**src/rtl/jc_decoder.sv**
```systemverilog
// Johnson-code receive checker: decodes a twisted-ring count to a binary index and
// one-hot vector, flags illegal codes and out-of-sequence steps, and tracks lock.
module jc_decoder #(
   parameter int N        = 4,
   parameter int LOCK_CNT = 3,
   parameter int IW       = $clog2(2*N)
) (
   input  logic              clk,
   input  logic              rst,
   input  logic              valid,
   input  logic [N-1:0]      code,
   input  logic              err_clr,
   output logic [IW-1:0]     idx,
   output logic [2*N-1:0]    onehot,
   output logic              out_vld,
   output logic              locked,
   output logic              code_err,
   output logic              seq_err,
   output logic [7:0]        err_cnt
);

   typedef enum logic {UNLOCKED = 1'b0, LOCKED = 1'b1} state_t;

   localparam logic [3:0]    LOCK_C  = 4'(LOCK_CNT);
   localparam logic [IW-1:0] LAST_IX = IW'(2*N-1);

   state_t            state_q, state_d;
   logic [IW-1:0]     idx_q, idx_d;
   logic [2*N-1:0]    onehot_q, onehot_d;
   logic              out_vld_q, out_vld_d;
   logic              ref_vld_q, ref_vld_d;
   logic [3:0]        match_cnt_q, match_cnt_d;
   logic              code_err_q, code_err_d;
   logic              seq_err_q, seq_err_d;
   logic [7:0]        err_cnt_q, err_cnt_d;

   logic              dec_legal;
   logic [IW-1:0]     dec_idx;
   logic [IW-1:0]     succ_idx;
   logic              any_err;

   // Legal pattern for index i: i low ones while filling, then zeros shift in from bit0.
   function automatic logic [N-1:0] jpat(input int i);
      logic [N-1:0] p;
      p = '0;
      for (int b = 0; b < N; b++) begin
         if (i <= N) p[b] = (b < i);
         else        p[b] = (b >= i - N);
      end
      return p;
   endfunction

   always_comb begin
      dec_legal = 1'b0;
      dec_idx   = '0;
      for (int i = 0; i < 2*N; i++) begin
         if (code == jpat(i)) begin
            dec_legal = 1'b1;
            dec_idx   = IW'(i);
         end
      end
   end

   assign succ_idx = (idx_q == LAST_IX) ? '0 : idx_q + IW'(1);

   always_comb begin
      state_d     = state_q;
      idx_d       = idx_q;
      onehot_d    = onehot_q;
      out_vld_d   = out_vld_q;
      ref_vld_d   = ref_vld_q;
      match_cnt_d = match_cnt_q;
      code_err_d  = 1'b0;
      seq_err_d   = 1'b0;

      if (valid) begin
         if (!dec_legal) begin
            code_err_d  = 1'b1;
            state_d     = UNLOCKED;
            match_cnt_d = '0;
            ref_vld_d   = 1'b0;
         end else if (!ref_vld_q) begin
            idx_d       = dec_idx;
            out_vld_d   = 1'b1;
            ref_vld_d   = 1'b1;
            match_cnt_d = '0;
         end else if (dec_idx == idx_q) begin
            // A repeated code is a hold: nothing moves.
            idx_d = idx_q;
         end else if (dec_idx == succ_idx) begin
            idx_d = dec_idx;
            if (state_q == UNLOCKED) begin
               match_cnt_d = match_cnt_q + 4'd1;
               if (match_cnt_q + 4'd1 == LOCK_C) state_d = LOCKED;
            end
         end else begin
            idx_d       = dec_idx;
            match_cnt_d = '0;
            if (state_q == LOCKED) begin
               seq_err_d = 1'b1;
               state_d   = UNLOCKED;
            end
         end
         if (dec_legal) begin
            onehot_d          = '0;
            onehot_d[idx_d]   = 1'b1;
         end
      end
   end

   assign any_err = code_err_d | seq_err_d;

   // Clear wins over the old count but not over an error on the same edge.
   always_comb begin
      err_cnt_d = err_cnt_q;
      if (err_clr)                          err_cnt_d = any_err ? 8'd1 : 8'd0;
      else if (any_err && err_cnt_q != 8'hFF) err_cnt_d = err_cnt_q + 8'd1;
   end

   always_ff @(posedge clk or negedge rst) begin
      if (!rst) begin
         state_q     <= UNLOCKED;
         idx_q       <= '0;
         onehot_q    <= '0;
         out_vld_q   <= 1'b0;
         ref_vld_q   <= 1'b0;
         match_cnt_q <= '0;
         code_err_q  <= 1'b0;
         seq_err_q   <= 1'b0;
         err_cnt_q   <= '0;
      end else begin
         state_q     <= state_d;
         idx_q       <= idx_d;
         onehot_q    <= onehot_d;
         out_vld_q   <= out_vld_d;
         ref_vld_q   <= ref_vld_d;
         match_cnt_q <= match_cnt_d;
         code_err_q  <= code_err_d;
         seq_err_q   <= seq_err_d;
         err_cnt_q   <= err_cnt_d;
      end
   end

   assign idx      = idx_q;
   assign onehot   = onehot_q;
   assign out_vld  = out_vld_q;
   assign locked   = (state_q == LOCKED);
   assign code_err = code_err_q;
   assign seq_err  = seq_err_q;
   assign err_cnt  = err_cnt_q;

endmodule

```
**config.mk**
```make
export PLATFORM = sky130hd
export DESIGN_NAME = jc_decoder
export DESIGN_NICKNAME = d
export VERILOG_FILES = /design/src/rtl/jc_decoder.sv
export SDC_FILE = /design/constraint.sdc
export NUM_CORES = 1
export LEC_CHECK = 0
export CORE_ASPECT_RATIO = 2
export CORE_MARGIN = 2
export CORE_UTILIZATION = 50
export CTS_BUF_LIST = sky130_fd_sc_hd__clkbuf_8
export CTS_CLUSTER_SIZE = 28
export DETAILED_ROUTE_END_ITERATION = 6
export PLACE_DENSITY = 0.88
export SYNTH_ARGS = -nofsm -noshare
export SYNTH_HDL_FRONTEND = slang
export SYNTH_SLANG_ARGS = --single-unit
```
**constraint.sdc**
```tcl
create_clock -name clk -period 2.3 [get_ports clk]
set_clock_uncertainty 0.15 [all_clocks]
set_input_delay 0.46 -clock clk [delete_from_list [all_inputs] [get_ports clk]]
set_output_delay 0.46 -clock clk [all_outputs]
set_load 0.1 [all_outputs]
```
==> reports/results.env, run 1 <==
RUN_STATUS='finished with violations'
FAILED_CHECKS='setup timing'
WIRELENGTH_MM=5.96
CRIT_CHAIN='ha_4 > ha_4 > a211oi_4 > o311ai_4 > o2111ai_2 > a2111oi_4 > mux2_1'
WORST_SETUP_PATH_END_KIND='flop'
WL_MET2_MM=3.36
YOSYSTOPAREACELL='sky130_fd_sc_hd__dfrtp_1'
GRT_PASS1_WL_MM=9.59
CORE_REGION_AREA_MM2=0.00384
YS_FF_LATCH=28
WORST_PATH_MOST_REPEATED_CELL='sky130_fd_sc_hd__ha_4'
SYNTH_FF_TYPE='sky130_fd_sc_hd__dfrtp_1'
HIGHEST-SIGNAL-LAYER='met4'
SYNTH_EDF_COUNT=0
LAYOUT.FILLER_CELLS=316
CRITICAL-PATH-MAX-STAGE-DELAY_NS=0.50
TIMING_WORST_SETUP_PATH_TYPE='reg -> reg'
WORST_SKEW_PAIR.LATE_LATENCY_NS=0.29
PERIOD_MINUS_SLACK_NS=2.58
DIE-AREA_MM2=0.00451
H_TREE_DEPTH=1
SETUP_VIOL=13
FIRST_ITER_VIOLATIONS=66
WORST_PATH_DOMINANT_CELL_FAMILY='compound AO/OA/AOI/OAI gates'
GRT_RESOURCE_USAGE_TOTAL_PCT=27.3
WORST-PATH-MAX-FANOUT=4
YOSYSSEQAREASHARE_PCT=35.4
INITIAL_CORE_UTIL_PCT=51.6
CTS_NUM_SINKS=28
DETAILEDROUTE.FIRSTPASSITERATIONCOUNT=4
SYNTH.CELL_AREA_MM2=0.00198
DPL.HPWL_MM=4.41
SETUP.WORST_PATH.START_CLASS='flop'
POST-ROUTE-WORST-SETUP-SLACK_NS=-0.280
SLOWEST_STAGE_CELL_CRIT_PATH='sky130_fd_sc_hd__dfrtp_4'
SYN_NETS=248
GRT_PASS1_VIAS=2101
ANT_NETS=0
FINAL_MIN_PERIOD_OVER_CLOCK_PERIOD_PCT=112
OVERFLOW_AFTER_GRT=0
FLOORPLAN.IO_PINS=31
DR_TOTAL_VIAS=2110
FINALNETCOUNT=319
MAX_FREQ_GHz=0.388
PLACED_CELL_AREA_MM2=0.00265
DRIVE_GT1_SHARE_PCT=36.4
YOSYSTOPAREACELLSHARE_PCT=35.4
ANTENNA_FOUND_INITIAL=0
CTS_INSERTED_BUFFERS=3
POWER_DENSITY_mW_PER_MM2=607
CTS_HOLD_REPAIR.BUFFERS=0
FINAL_UTIL_PCT=72.7
ANTENNA-DIODE-COUNT=0
SYNTH_CELL_TYPES=54
WL_MET1_MM=2.15
REMAINING_DRC_ERRORS=0
GRT_START_MAX_NET_PINS=29
FINISH.INSTANCE_AREA_MM2=0.00280
AVGVIACOUNTPERCELL=5.93
ARRIVAL_NS=2.61
TRITONCTS='built'
MIN-DELAY-PATH-CLASS='reg -> reg'
RELSLEWSLACK_PCT=65.5
NUMBER_OF_BUFFER_AND_INVERTER_INSTANCES_ALONG_THE_WORST_SETUP_PATH=0
CORE.ROWCOUNT=32
CELLLEAKAGEPOWER_nW=1.25
GPL.FINAL_WEIGHTED_CONGESTION=0.918
ROUTED_WIRE_LENGTH_PER_INSTANCE_UM=16.7
REPORT.FINAL.HOLD_VIOL_COUNT=0
SLEW_VIOL_FINAL=0
NETLIST_TOP_CELLS_AREA='sky130_fd_sc_hd__dfrtp_1, sky130_fd_sc_hd__a21oi_1, sky130_fd_sc_hd__nand2_1'
SYN_INST=235
WORST-ENDPOINT-REQUIRED_NS=2.33
CHIPWIDTH_UM=48.5
GRT_SETUP_UNREPAIRED='yes'
DRV.MAX_CAP_VIOLATION_COUNT=0
SYNTH_ASYNC_SR_FLOP_SHARE_PCT=100
DIE_H_UM=93.0
MAX_SLEW.WORST_PIN.SLEW_NS=0.517
AREA.GROWTH.SYNTH_TO_FINAL_PCT=41.0
R2R_SETUP_SLACK_NS=-0.28
CLOCK_TREE.BUFFER_DEPTH=2
MET3WIRELENGTH_UM=243
YS_TOP_CELLS_BY_COUNT='sky130_fd_sc_hd__dfrtp_1, sky130_fd_sc_hd__nand2_1, sky130_fd_sc_hd__nor2_1, sky130_fd_sc_hd__a21oi_1, sky130_fd_sc_hd__o21ai_0'
FINAL_TOTAL_POWER_mW=1.70
SYNTH_MOST_COMMON_CELL='sky130_fd_sc_hd__dfrtp_1'
SYNTH.AVG_CELL_AREA_UM2=8.43
PLACE.PORT_BUFFERS=30
CTS.ROOT.BUFFER_CELL='sky130_fd_sc_hd__clkbuf_8'
IR_DROP_V=0.000522
POST_CTS_CLOCK_SLEW_AT_THE_LAUNCH_AND_CAPTURE_REGISTERS_OF_THE_WORST_SETUP_AND_HOLD_PATHS_NS=0.10
SYN_WARNINGS=0
HOLD_SLACK_NS=0.353
-- power breakdown --
group	total, mW	internal (mW)	switching [mW]	leakage (nW)
clock	0.401	0.234	0.167	0.0357
sequential	0.562	0.530	0.0327	0.360
combinational	0.733	0.265	0.468	0.858
-- kinds of logic (layout without fill, tap and decap cells) --
| kind of cell | count (synthesis) | after routing | share of synthesized area, % |
|---|---|---|---|
| buf+inv | 25 | 95 | 5.74 |
| simple gates | 86 | 86 | 22.0 |
| fa+ha+maj | 5 | 5 | 3.16 |
| flops | 28 | 28 | 35.4 |
| compound gates | 81 | 81 | 28.5 |
| mux | 6 | 6 | 3.41 |
| xor+xnor | 4 | 4 | 1.77 |
-- sequential cells by signal, indices dropped and copies added, names as in the netlist --
register,flops
idx,3
out_vld,1
seq_err,1
match_cnt_q,4
locked,1
onehot,8
ref_vld_q,1
err_cnt,8
code_err,1
-- final timing paths --
kind / start / end / cells past startpoint
hold / removal: out_vld / out_vld / 1
min in group asynchronous: rst / onehot[7] / 2
max in group asynchronous: rst / idx[1] / 2
setup / recovery: idx[1] / err_cnt[5] / 7
setup reg to reg: idx[1] / err_cnt[5] / 7
hold reg to reg: out_vld / out_vld / 1
-- routing by layer --
layer,track usage (%),vias to the layer above
li1,-,995
met1,28.7,1018
met2,53.4,81
met3,3.51,16
met4,11.2,0
met5,0,-
-- layout by cell type, fill, tap and decap left out, drive strengths merged, types with 3 or more instances in the layout --
cell and instances:
nor3 5, mux2 6, o21ai 16, nor2 21, inv 9, or2 3
nand2 22, ha 5, a21o 5, nand3b 3, nand2b 5, o211ai 5
a21oi 20, clkbuf 3, nor2b 6, clkdlybuf4s50 3, a211oi 5, dfrtp 28
dlygate4sd2 4, o31ai 4, nand3 11, o22ai 6, buf 74
-- worst reg2reg max path, delay by kind of cell (launching register included) --
kind | cells | cell delay (ns)
adder cells (fa/ha/maj) | 2 | 0.46
AO/OA/AOI/OAI | 4 | 1.02
flip-flops | 1 | 0.50
multiplexers | 1 | 0.35
-- through the flow --
stage          worst slack [ns]  instances  TNS [ns]
2_1_floorplan            -0.354        235     -2.40
3_3_place_gp             -0.691        349     -9.04
3_5_place_dp             -0.704        349     -9.77
4_1_cts                  -0.259        356     -1.92
5_1_grt                  -0.327        356     -2.88
6_report                 -0.280        356     -1.93
-- final cells by class --
| class | instances | area [µm²] | share of cell area (%) |
|---|---|---|---|
| Multi-Input combinational cell | 182 | 1270 | 45.4 |
| Sequential cell | 28 | 718 | 25.7 |
| Timing Repair Buffer | 81 | 634 | 22.7 |
| Tap cell | 51 | 63.8 | 2.28 |
| Clock buffer | 3 | 41.3 | 1.48 |
| Inverter | 10 | 37.5 | 1.34 |
| Clock inverter | 1 | 30.0 | 1.07 |
-- repair_timing --
item	in CTS	in global routing
pin swaps	5	1
gates resized for setup	12	3
endpoints found under the setup margin	14	13
setup buffers	2	0
cloned	1	0
(Power assumes the default switching activity.)
==> inputs of run 2 (changes only) <==
- CORE_MARGIN: 2 -> unset
- clock period: 2.3 -> 2.1 ns (I/O delays scaled with it)
==> run 2 against run 1 <==
The flow still finishes with violations (setup timing). Critical path depth stayed put. Largest cell class unchanged. Register-to-register slack worse by 0.27 ns. Design area rose by 13%. Flip-flop and latch count unchanged. Global-route usage grew 5.4 points. Critical path type unchanged. Highest routed layer unchanged.
==> reports/results.env, run 2 (same netlist as run 1, synthesis figures left out) <==
CLOCK_POWER_SHARE_PCT=21.8  # was 23.6%
PLACED_CELL_AREA_MM2=0.00287  # was 0.00265 mm²
PLACEMENT.SETUP.WORST_SLACK_NS=-0.889  # was -0.704 ns
GRT_SETUP_UNREPAIRED='yes'  # unchanged
AVGVIACOUNTPERCELL=6.41  # was 5.93
WORST_PATH_DOMINANT_CELL_FAMILY='compound AO/OA/AOI/OAI gates'  # unchanged
MAX_SLEW.WORST_PIN.SLEW_NS=0.481  # was 0.517 ns
RELSLEWSLACK_PCT=67.9  # was 65.5%
CRIT_CHAIN='ha_4 > ha_4 > a211oi_4 > o311ai_4 > o2111ai_4 > a2111oi_4 > mux2_4'  # was ha_4 > ha_4 > a211oi_4 > o311ai_4 > o2111ai_2 > a2111oi_4 > mux2_1
ROUTED_WIRE_LENGTH_PER_INSTANCE_UM=20.3  # was 16.7 µm
DRV.MAX_CAP_VIOLATION_COUNT=0  # unchanged
POST-ROUTE-WORST-SETUP-SLACK_NS=-0.546  # was -0.280 ns
FINALNETCOUNT=329  # was 319
WL_MET2_MM=3.93  # was 3.36 mm
SETUP.WORST_PATH.START_CLASS='flop'  # unchanged
MET3WIRELENGTH_UM=491  # was 243 µm
GRT_PASS1_VIAS=2323  # was 2101
GRT_RESOURCE_USAGE_TOTAL_PCT=32.7  # was 27.3%
TIMING_WORST_SETUP_PATH_TYPE='reg -> reg'  # unchanged
WL_MET1_MM=2.47  # was 2.15 mm
ANTENNA-DIODE-COUNT=0  # unchanged
CELLLEAKAGEPOWER_nW=1.37  # was 1.25 nW
DIE-AREA_MM2=0.00423  # was 0.00451 mm²
CORE_REGION_AREA_MM2=0.00380  # was 0.00384 mm²
DR_TOTAL_VIAS=2346  # was 2110
WORST-PATH-MAX-FANOUT=3  # was 4
CTS_INSERTED_BUFFERS=3  # unchanged
REPORT.FINAL.HOLD_VIOL_COUNT=0  # unchanged
TRITONCTS='built'  # unchanged
SETUP_VIOL=14  # was 13
ARRIVAL_NS=2.68  # was 2.61 ns
GRT_PASS1_WL_MM=10.4  # was 9.59 mm
GPL.FINAL_WEIGHTED_CONGESTION=0.970  # was 0.918
MOST-COMMON-LAYOUT-CELLS='sky130_fd_sc_hd__buf_4, sky130_fd_sc_hd__nor2_1, sky130_fd_sc_hd__nand2_1, sky130_fd_sc_hd__dfrtp_1, sky130_fd_sc_hd__o21ai_0'  # was sky130_fd_sc_hd__buf_4, sky130_fd_sc_hd__nand2_1, sky130_fd_sc_hd__nor2_1
AREA.GROWTH.SYNTH_TO_FINAL_PCT=59.0  # was 41.0%
PLACE.PORT_BUFFERS=30  # unchanged
CTS_NUM_SINKS=28  # unchanged
CTS_HOLD_REPAIR.BUFFERS=0  # unchanged
MIN-DELAY-PATH-CLASS='reg -> reg'  # unchanged
POWER_DENSITY_mW_PER_MM2=648  # was 607 mW/mm²
HIGHEST-SIGNAL-LAYER='met4'  # unchanged
CRITICAL-PATH-MAX-STAGE-DELAY_NS=0.50  # about the same
WORST_SKEW_PAIR.LATE_LATENCY_NS=0.29  # about the same
INITIAL_CORE_UTIL_PCT=52.1  # was 51.6%
GRT_START_MAX_NET_PINS=29  # unchanged
FIRST_ITER_VIOLATIONS=167  # was 66
WORST_R2R_PATH_DEPTH=7  # unchanged
POWER.COMBINATIONAL.FRACTION_PCT=47.6  # was 43.2%
REMAINING_DRC_ERRORS=0  # unchanged
MAX_FREQ_GHz=0.378  # was 0.388 GHz
SLOWEST_STAGE_CELL_CRIT_PATH='sky130_fd_sc_hd__dfrtp_4'  # unchanged
OVERFLOW_AFTER_GRT=0  # unchanged
LAYOUT.CELLS.MOST_COMMON='sky130_fd_sc_hd__buf_4'  # unchanged
CTS.ROOT.BUFFER_CELL='sky130_fd_sc_hd__clkbuf_8'  # unchanged
CHIPWIDTH_UM=46.5  # was 48.5 µm
FINAL_MIN_PERIOD_OVER_CLOCK_PERIOD_PCT=126  # was 112%
DRIVE_GT1_SHARE_PCT=42.5  # was 36.4%
DPL.HPWL_MM=4.43  # was 4.41 mm
CRITICAL_PATH_CELL_COUNT=7  # unchanged
SWITCHINGPOWER_mW=0.824  # was 0.669 mW
INTPOWER_mW=1.22  # was 1.03 mW
FAILED_CHECKS='setup timing'  # unchanged
ANT_NETS=0  # unchanged
ANTENNA_FOUND_INITIAL=0  # unchanged
H_TREE_DEPTH=1  # unchanged
WIRELENGTH_MM=7.42  # was 5.96 mm
FLOORPLAN.IO_PINS=31  # unchanged
POWER.SHARE.SEQUENTIAL_PCT=30.6  # was 33.2%
CLOCK_TREE.BUFFER_DEPTH=2  # unchanged
WORST-ENDPOINT-REQUIRED_NS=2.13  # was 2.33 ns
DETAILEDROUTE.FIRSTPASSITERATIONCOUNT=5  # was 4
CORE.ROWCOUNT=32  # unchanged
DIE_H_UM=91.0  # was 93.0 µm
FINAL_UTIL_PCT=82.8  # was 72.7%
POST_CTS_CLOCK_SLEW_AT_THE_LAUNCH_AND_CAPTURE_REGISTERS_OF_THE_WORST_SETUP_AND_HOLD_PATHS_NS=0.10  # about the same
RUN_STATUS='finished with violations'  # unchanged
WORST_SETUP_PATH_END_KIND='flop'  # unchanged
WORST_PATH_MOST_REPEATED_CELL='sky130_fd_sc_hd__ha_4'  # unchanged
IR_DROP_V=0.000669  # was 0.000522 V
SWITCHING_SHARE_PCT=40.4  # was 39.4%
PERIOD_MINUS_SLACK_NS=2.65  # was 2.58 ns
NUMBER_OF_BUFFER_AND_INVERTER_INSTANCES_ALONG_THE_WORST_SETUP_PATH=0  # unchanged
HOLD_DEPTH=1  # unchanged
SLEW_VIOL_FINAL=0  # unchanged
FINISH.INSTANCE_AREA_MM2=0.00315  # was 0.00280 mm²
run 2: changes by cell type in the layout (fill, tap and decap cells not counted), moves of 3 or more:
cell                     previous run  this run
sky130_fd_sc_hd__buf_12             1        14
sky130_fd_sc_hd__mux2_4             0         3
sky130_fd_sc_hd__buf_4             71        66
sky130_fd_sc_hd__buf_6              1         4
run 2: power groups by stage:
stage               clock (mW)  combinational (mW)  sequential, mW
detailed placement           0               0.820           0.629
CTS                      0.443               0.864           0.619
global placement             0               0.801           0.626
finish                   0.446               0.970           0.624
floorplan                    0               0.289           0.847
global route             0.464                1.01           0.627
run 2: path summary, 6_finish.rpt:
path                              start         end  slack [ns]
min in group asynchronous           rst   onehot[1]        0.36
worst max register to register   idx[0]  err_cnt[5]       -0.55
worst min-delay path            out_vld     out_vld        0.35
worst min register to register  out_vld     out_vld        0.35
worst max-delay path             idx[0]  err_cnt[5]       -0.55
max in group asynchronous           rst      idx[2]        1.13
run 2: layout make-up:
class                   count  area [µm²]
multi-input cells         182        1370
flip-flops and latches     28         718
fillers                   200         653
inverters                  10        37.5
repair buffers             91         888
well taps                  51        63.8
clock inverters             1        30.0
clock buffers               3        41.3
run 2: repair_timing:
item | 4_1_cts | 5_1_grt
gates cloned | 1 | 0
setup endpoints to repair | 17 | 16
gates resized for setup | 21 | 22
hold endpoints to repair | 0 | 0
setup buffers | 4 | 4
pin swaps | 9 | 11
run 2: through the flow:
step / power (mW) / instances / setup TNS [ns] / hold WS, ns
2_1_floorplan: 1.14 / 235 / -5.02 / -0.0256
4_1_cts: 1.93 / 363 / -5.13 / 0.371
5_1_grt: 2.10 / 366 / -6.39 / 0.385
3_3_place_gp: 1.43 / 356 / -12.47 / 0.315
6_report: 2.04 / 366 / -5.38 / 0.354
3_5_place_dp: 1.45 / 356 / -13.96 / 0.347
run 2: metal layers:
metal  vias to the layer above  GRT usage (%)
met2                       174           57.2
met4                         0           20.1
li1                       1014              -
met3                        53           4.17
met1                      1105           33.3
met5                         -              0
run 2: worst register-to-register path, delay by kind of cell (launching register included):
kind	cells	cell delay (ns)
compound gates	4	1.06
fa+ha+maj	2	0.49
flops	1	0.50
mux	1	0.33
==> patch (flow settings as in run 2) <==
Register the inputs `valid`, `code` and `err_clr` before use. The logic sees them one clock later.
--- a/src/rtl/jc_decoder.sv
+++ b/src/rtl/jc_decoder.sv
@@ -23,6 +23,16 @@
 
    localparam logic [3:0]    LOCK_C  = 4'(LOCK_CNT);
    localparam logic [IW-1:0] LAST_IX = IW'(2*N-1);
+
+   logic valid_q;
+   logic [N-1:0] code_q;
+   logic err_clr_q;
+
+   always_ff @(posedge clk) begin
+      valid_q   <= valid;
+      code_q    <= code;
+      err_clr_q <= err_clr;
+   end
 
    state_t            state_q, state_d;
    logic [IW-1:0]     idx_q, idx_d;
@@ -54,7 +64,7 @@
       dec_legal = 1'b0;
       dec_idx   = '0;
       for (int i = 0; i < 2*N; i++) begin
-         if (code == jpat(i)) begin
+         if (code_q == jpat(i)) begin
             dec_legal = 1'b1;
             dec_idx   = IW'(i);
          end
@@ -73,7 +83,7 @@
       code_err_d  = 1'b0;
       seq_err_d   = 1'b0;
 
-      if (valid) begin
+      if (valid_q) begin
          if (!dec_legal) begin
             code_err_d  = 1'b1;
             state_d     = UNLOCKED;
@@ -113,7 +123,7 @@
    // Clear wins over the old count but not over an error on the same edge.
    always_comb begin
       err_cnt_d = err_cnt_q;
-      if (err_clr)                          err_cnt_d = any_err ? 8'd1 : 8'd0;
+      if (err_clr_q)                          err_cnt_d = any_err ? 8'd1 : 8'd0;
       else if (any_err && err_cnt_q != 8'hFF) err_cnt_d = err_cnt_q + 8'd1;
    end
 
Check against the original RTL: not equivalent (a bounded check fails within 4 cycles, from zero or initial values and one cycle with rst low).
==> patch against run 2 <==
  * The run still ends with setup timing left
  * Highest routed layer unchanged
  * Combinational power shrank 12%
  * Via count down 2.3%
  * Die area stayed put
  * Sequential cell count increased by 6
  * Setup slack worse by 38 ps
  * Non-clock buffer count decreased by 9
  * Total power increased by 0.75%
  * Wire length fell by 1.5%
  * Area after synthesis stayed put
  * Final area is 2.1% lower
==> patch: results (changes against run 2) <==
| Metric | Value | Unit | Delta |
|:---|:---|:---|:---|
| Status | finished, violations left | - |  |
| Violations in the final reports | setup timing | - |  |
| Global-route wire length before repair | 10.36 | mm | unchanged |
| Bufs on Longest Clock Path | 2 | - | unchanged |
| Crit-path slowest cell | sky130_fd_sc_hd__o41ai_1 | - |  |
| Worst-skew pair later-pin latency | 300 | ps |  |
| Yosys warnings | 0 | - | unchanged |
| Worst slew pin tran | 767.3 | ps | +286.5 ps |
| Final WS setup | -584.0 | ps | -38.24 ps |
| CTS Buf Count | 5 | - | +2 |
| Most common library cells after synthesis | sky130_fd_sc_hd__dfrtp_1, sky130_fd_sc_hd__nand2_1, sky130_fd_sc_hd__o21ai_0 | - |  |
| Count of port buffers added during placement | 30 | - | unchanged |
| Clk slew on worst S/H paths | 70 | ps | -30 ps |
| Largest net degree at the start of global routing | 17 | - | -41% |
| Fraction of registers with async set or reset after synthesis | 82.35 | % | -18 points |
| Setup slack at placement | -467.2 | ps | +422.0 ps |
| Compound-Gate Fraction of Synth Area | 28.16 | % | -0.38 points |
| Multiplexer area fraction after synthesis | 1.010 | % | -2.4 points |
| Largest stage delay on the critical path | 540 | ps | +40 ps |
| Post-Synth XOR/XNOR Area | 1.768 | % | unchanged |
| Number of antenna violations at the first check in global routing | 0 | - | unchanged |
| Total wirelength of the detailed-routed design | 7.310 | mm | -1.5% |
| Routed via count | 2292 | - | -2.3% |
| Count of nets after finishing | 315 | - | -4.3% |
| Kind of cell adding the most delay to the critical path | compound AO/OA/AOI/OAI gates | - |  |
| Max-cap violation count | 0 | - | unchanged |
| Standby leakage power | 1.307 | nW | -4.7% |
| Post-synth net total | 237 | - | -4.4% |
| Setup violators final | 14 | - | unchanged |
| Number of antenna diodes | 0 | - | unchanged |
| Path category of the worst min-delay check | in2async | - |  |
| RD Place Congestion | 0.8754 | - | -9.7% |
| Critical path peak fanout | 5 | - | +2 |
| Sequential area share after synthesis | 41.41 | % | +6.1 points |
| Fraction of layout cells with a size suffix above 1 | 37.95 | % | -4.6 points |
| Drt pass-1 iters | 5 | - | unchanged |
| DP Wirelength | 4.441 | mm | +0.31% |
| Number of H-tree branching levels | 2 | - | +1 |
| Synth area leaders | sky130_fd_sc_hd__dfrtp_1, sky130_fd_sc_hd__dfxtp_1, sky130_fd_sc_hd__o21ai_0, sky130_fd_sc_hd__a21oi_1, sky130_fd_sc_hd__nand2_1 | - |  |
| Cell variety after synth | 48 | - | -11% |
| Fraction of the mapped netlist area in adder cells | 3.157 | % | unchanged |
| Peak supply drop | 0.6194 | mV | -7.4% |
| Most common cell in the netlist | sky130_fd_sc_hd__dfrtp_1 | - |  |
| Via count of the first global-routing pass | 2196 | - | -5.5% |
| GRT Total Usage | 34.23 | % | +1.5 points |
| Violation count after the first detailed-route iteration | 128 | - | -23% |
| Combinational family with the most area after synthesis | compound AO/OA/AOI/OAI gates | - |  |
| Clock root buffer | sky130_fd_sc_hd__clkbuf_8 | - |  |
patch: final cells by class:
type / instances / area (um2)
Sequential cell: 34 / 835.8
Tap cell: 51 / 63.81
Clock buffer: 5 / 68.82
Timing Repair Buffer: 82 / 852.1
Fill cell: 210 / 720.7
Clock inverter: 3 / 11.26
Multi-Input combinational cell: 167 / 1206
Inverter: 12 / 45.04
patch: kinds of logic after synthesis:
logic type | count (synthesis)
AOI/OAI and AO/OA | 80
xor gates and xnor gates | 4
adders and majority gates | 5
buffers and inverters | 24
DFF | 34
muxes | 2
and+or+nand+nor | 75
patch: report_power, final:
part	internal, mW	total [mW]	switching, mW
sequential	0.697	0.748	0.0502
combinational	0.342	0.850	0.508
clock	0.221	0.458	0.237
patch: final timing paths:
check | from | end | slack [ps] | cells after the start
worst min-delay path | rst | idx[2]$_DFFE_PN0P_ | 300 | 2
worst max register to register | idx[2]$_DFFE_PN0P_ | err_cnt[5]$_DFFE_PN0P_ | -580 | 7
max in group asynchronous | rst | match_cnt_q[1]$_DFFE_PN0P_ | 1040 | 3
worst min register to register | ref_vld_q$_DFFE_PN0P_ | out_vld$_DFFE_PN0P_ | 330 | 1
min in group clk | ref_vld_q$_DFFE_PN0P_ | out_vld$_DFFE_PN0P_ | 330 | 1
worst max-delay path | idx[2]$_DFFE_PN0P_ | err_cnt[5]$_DFFE_PN0P_ | -580 | 7
patch: what timing repair did:
action | 4_1_cts | 5_1_grt
endpoints found under the setup margin | 14 | 14
gates cloned | 0 | 1
buffers inserted | 5 | 4
resized for setup | 21 | 12
pin swaps | 7 | 0
patch: metrics by stage:
stage | setup TNS, ps | cell area (um2) | std cells | util (%)
final | -6042 | 3083 | 354 | 81.05
after floorplan | -4811 | 2036 | 224 | -
after global placement | -3862 | 2811 | 337 | 73.91
after global routing | -6698 | 3083 | 354 | 81.05
after CTS | -4368 | 2999 | 350 | 78.85
after detailed placement | -4471 | 2811 | 337 | 73.91
patch: layer usage:
metal	GRT usage [%]	vias to the layer above	share of wire (%)
met1	35.64	1081	33
met2	56.83	168	55
met4	23.28	0	7.0
met3	6.561	66	5.6
met5	0	-	0
li1	-	977	-
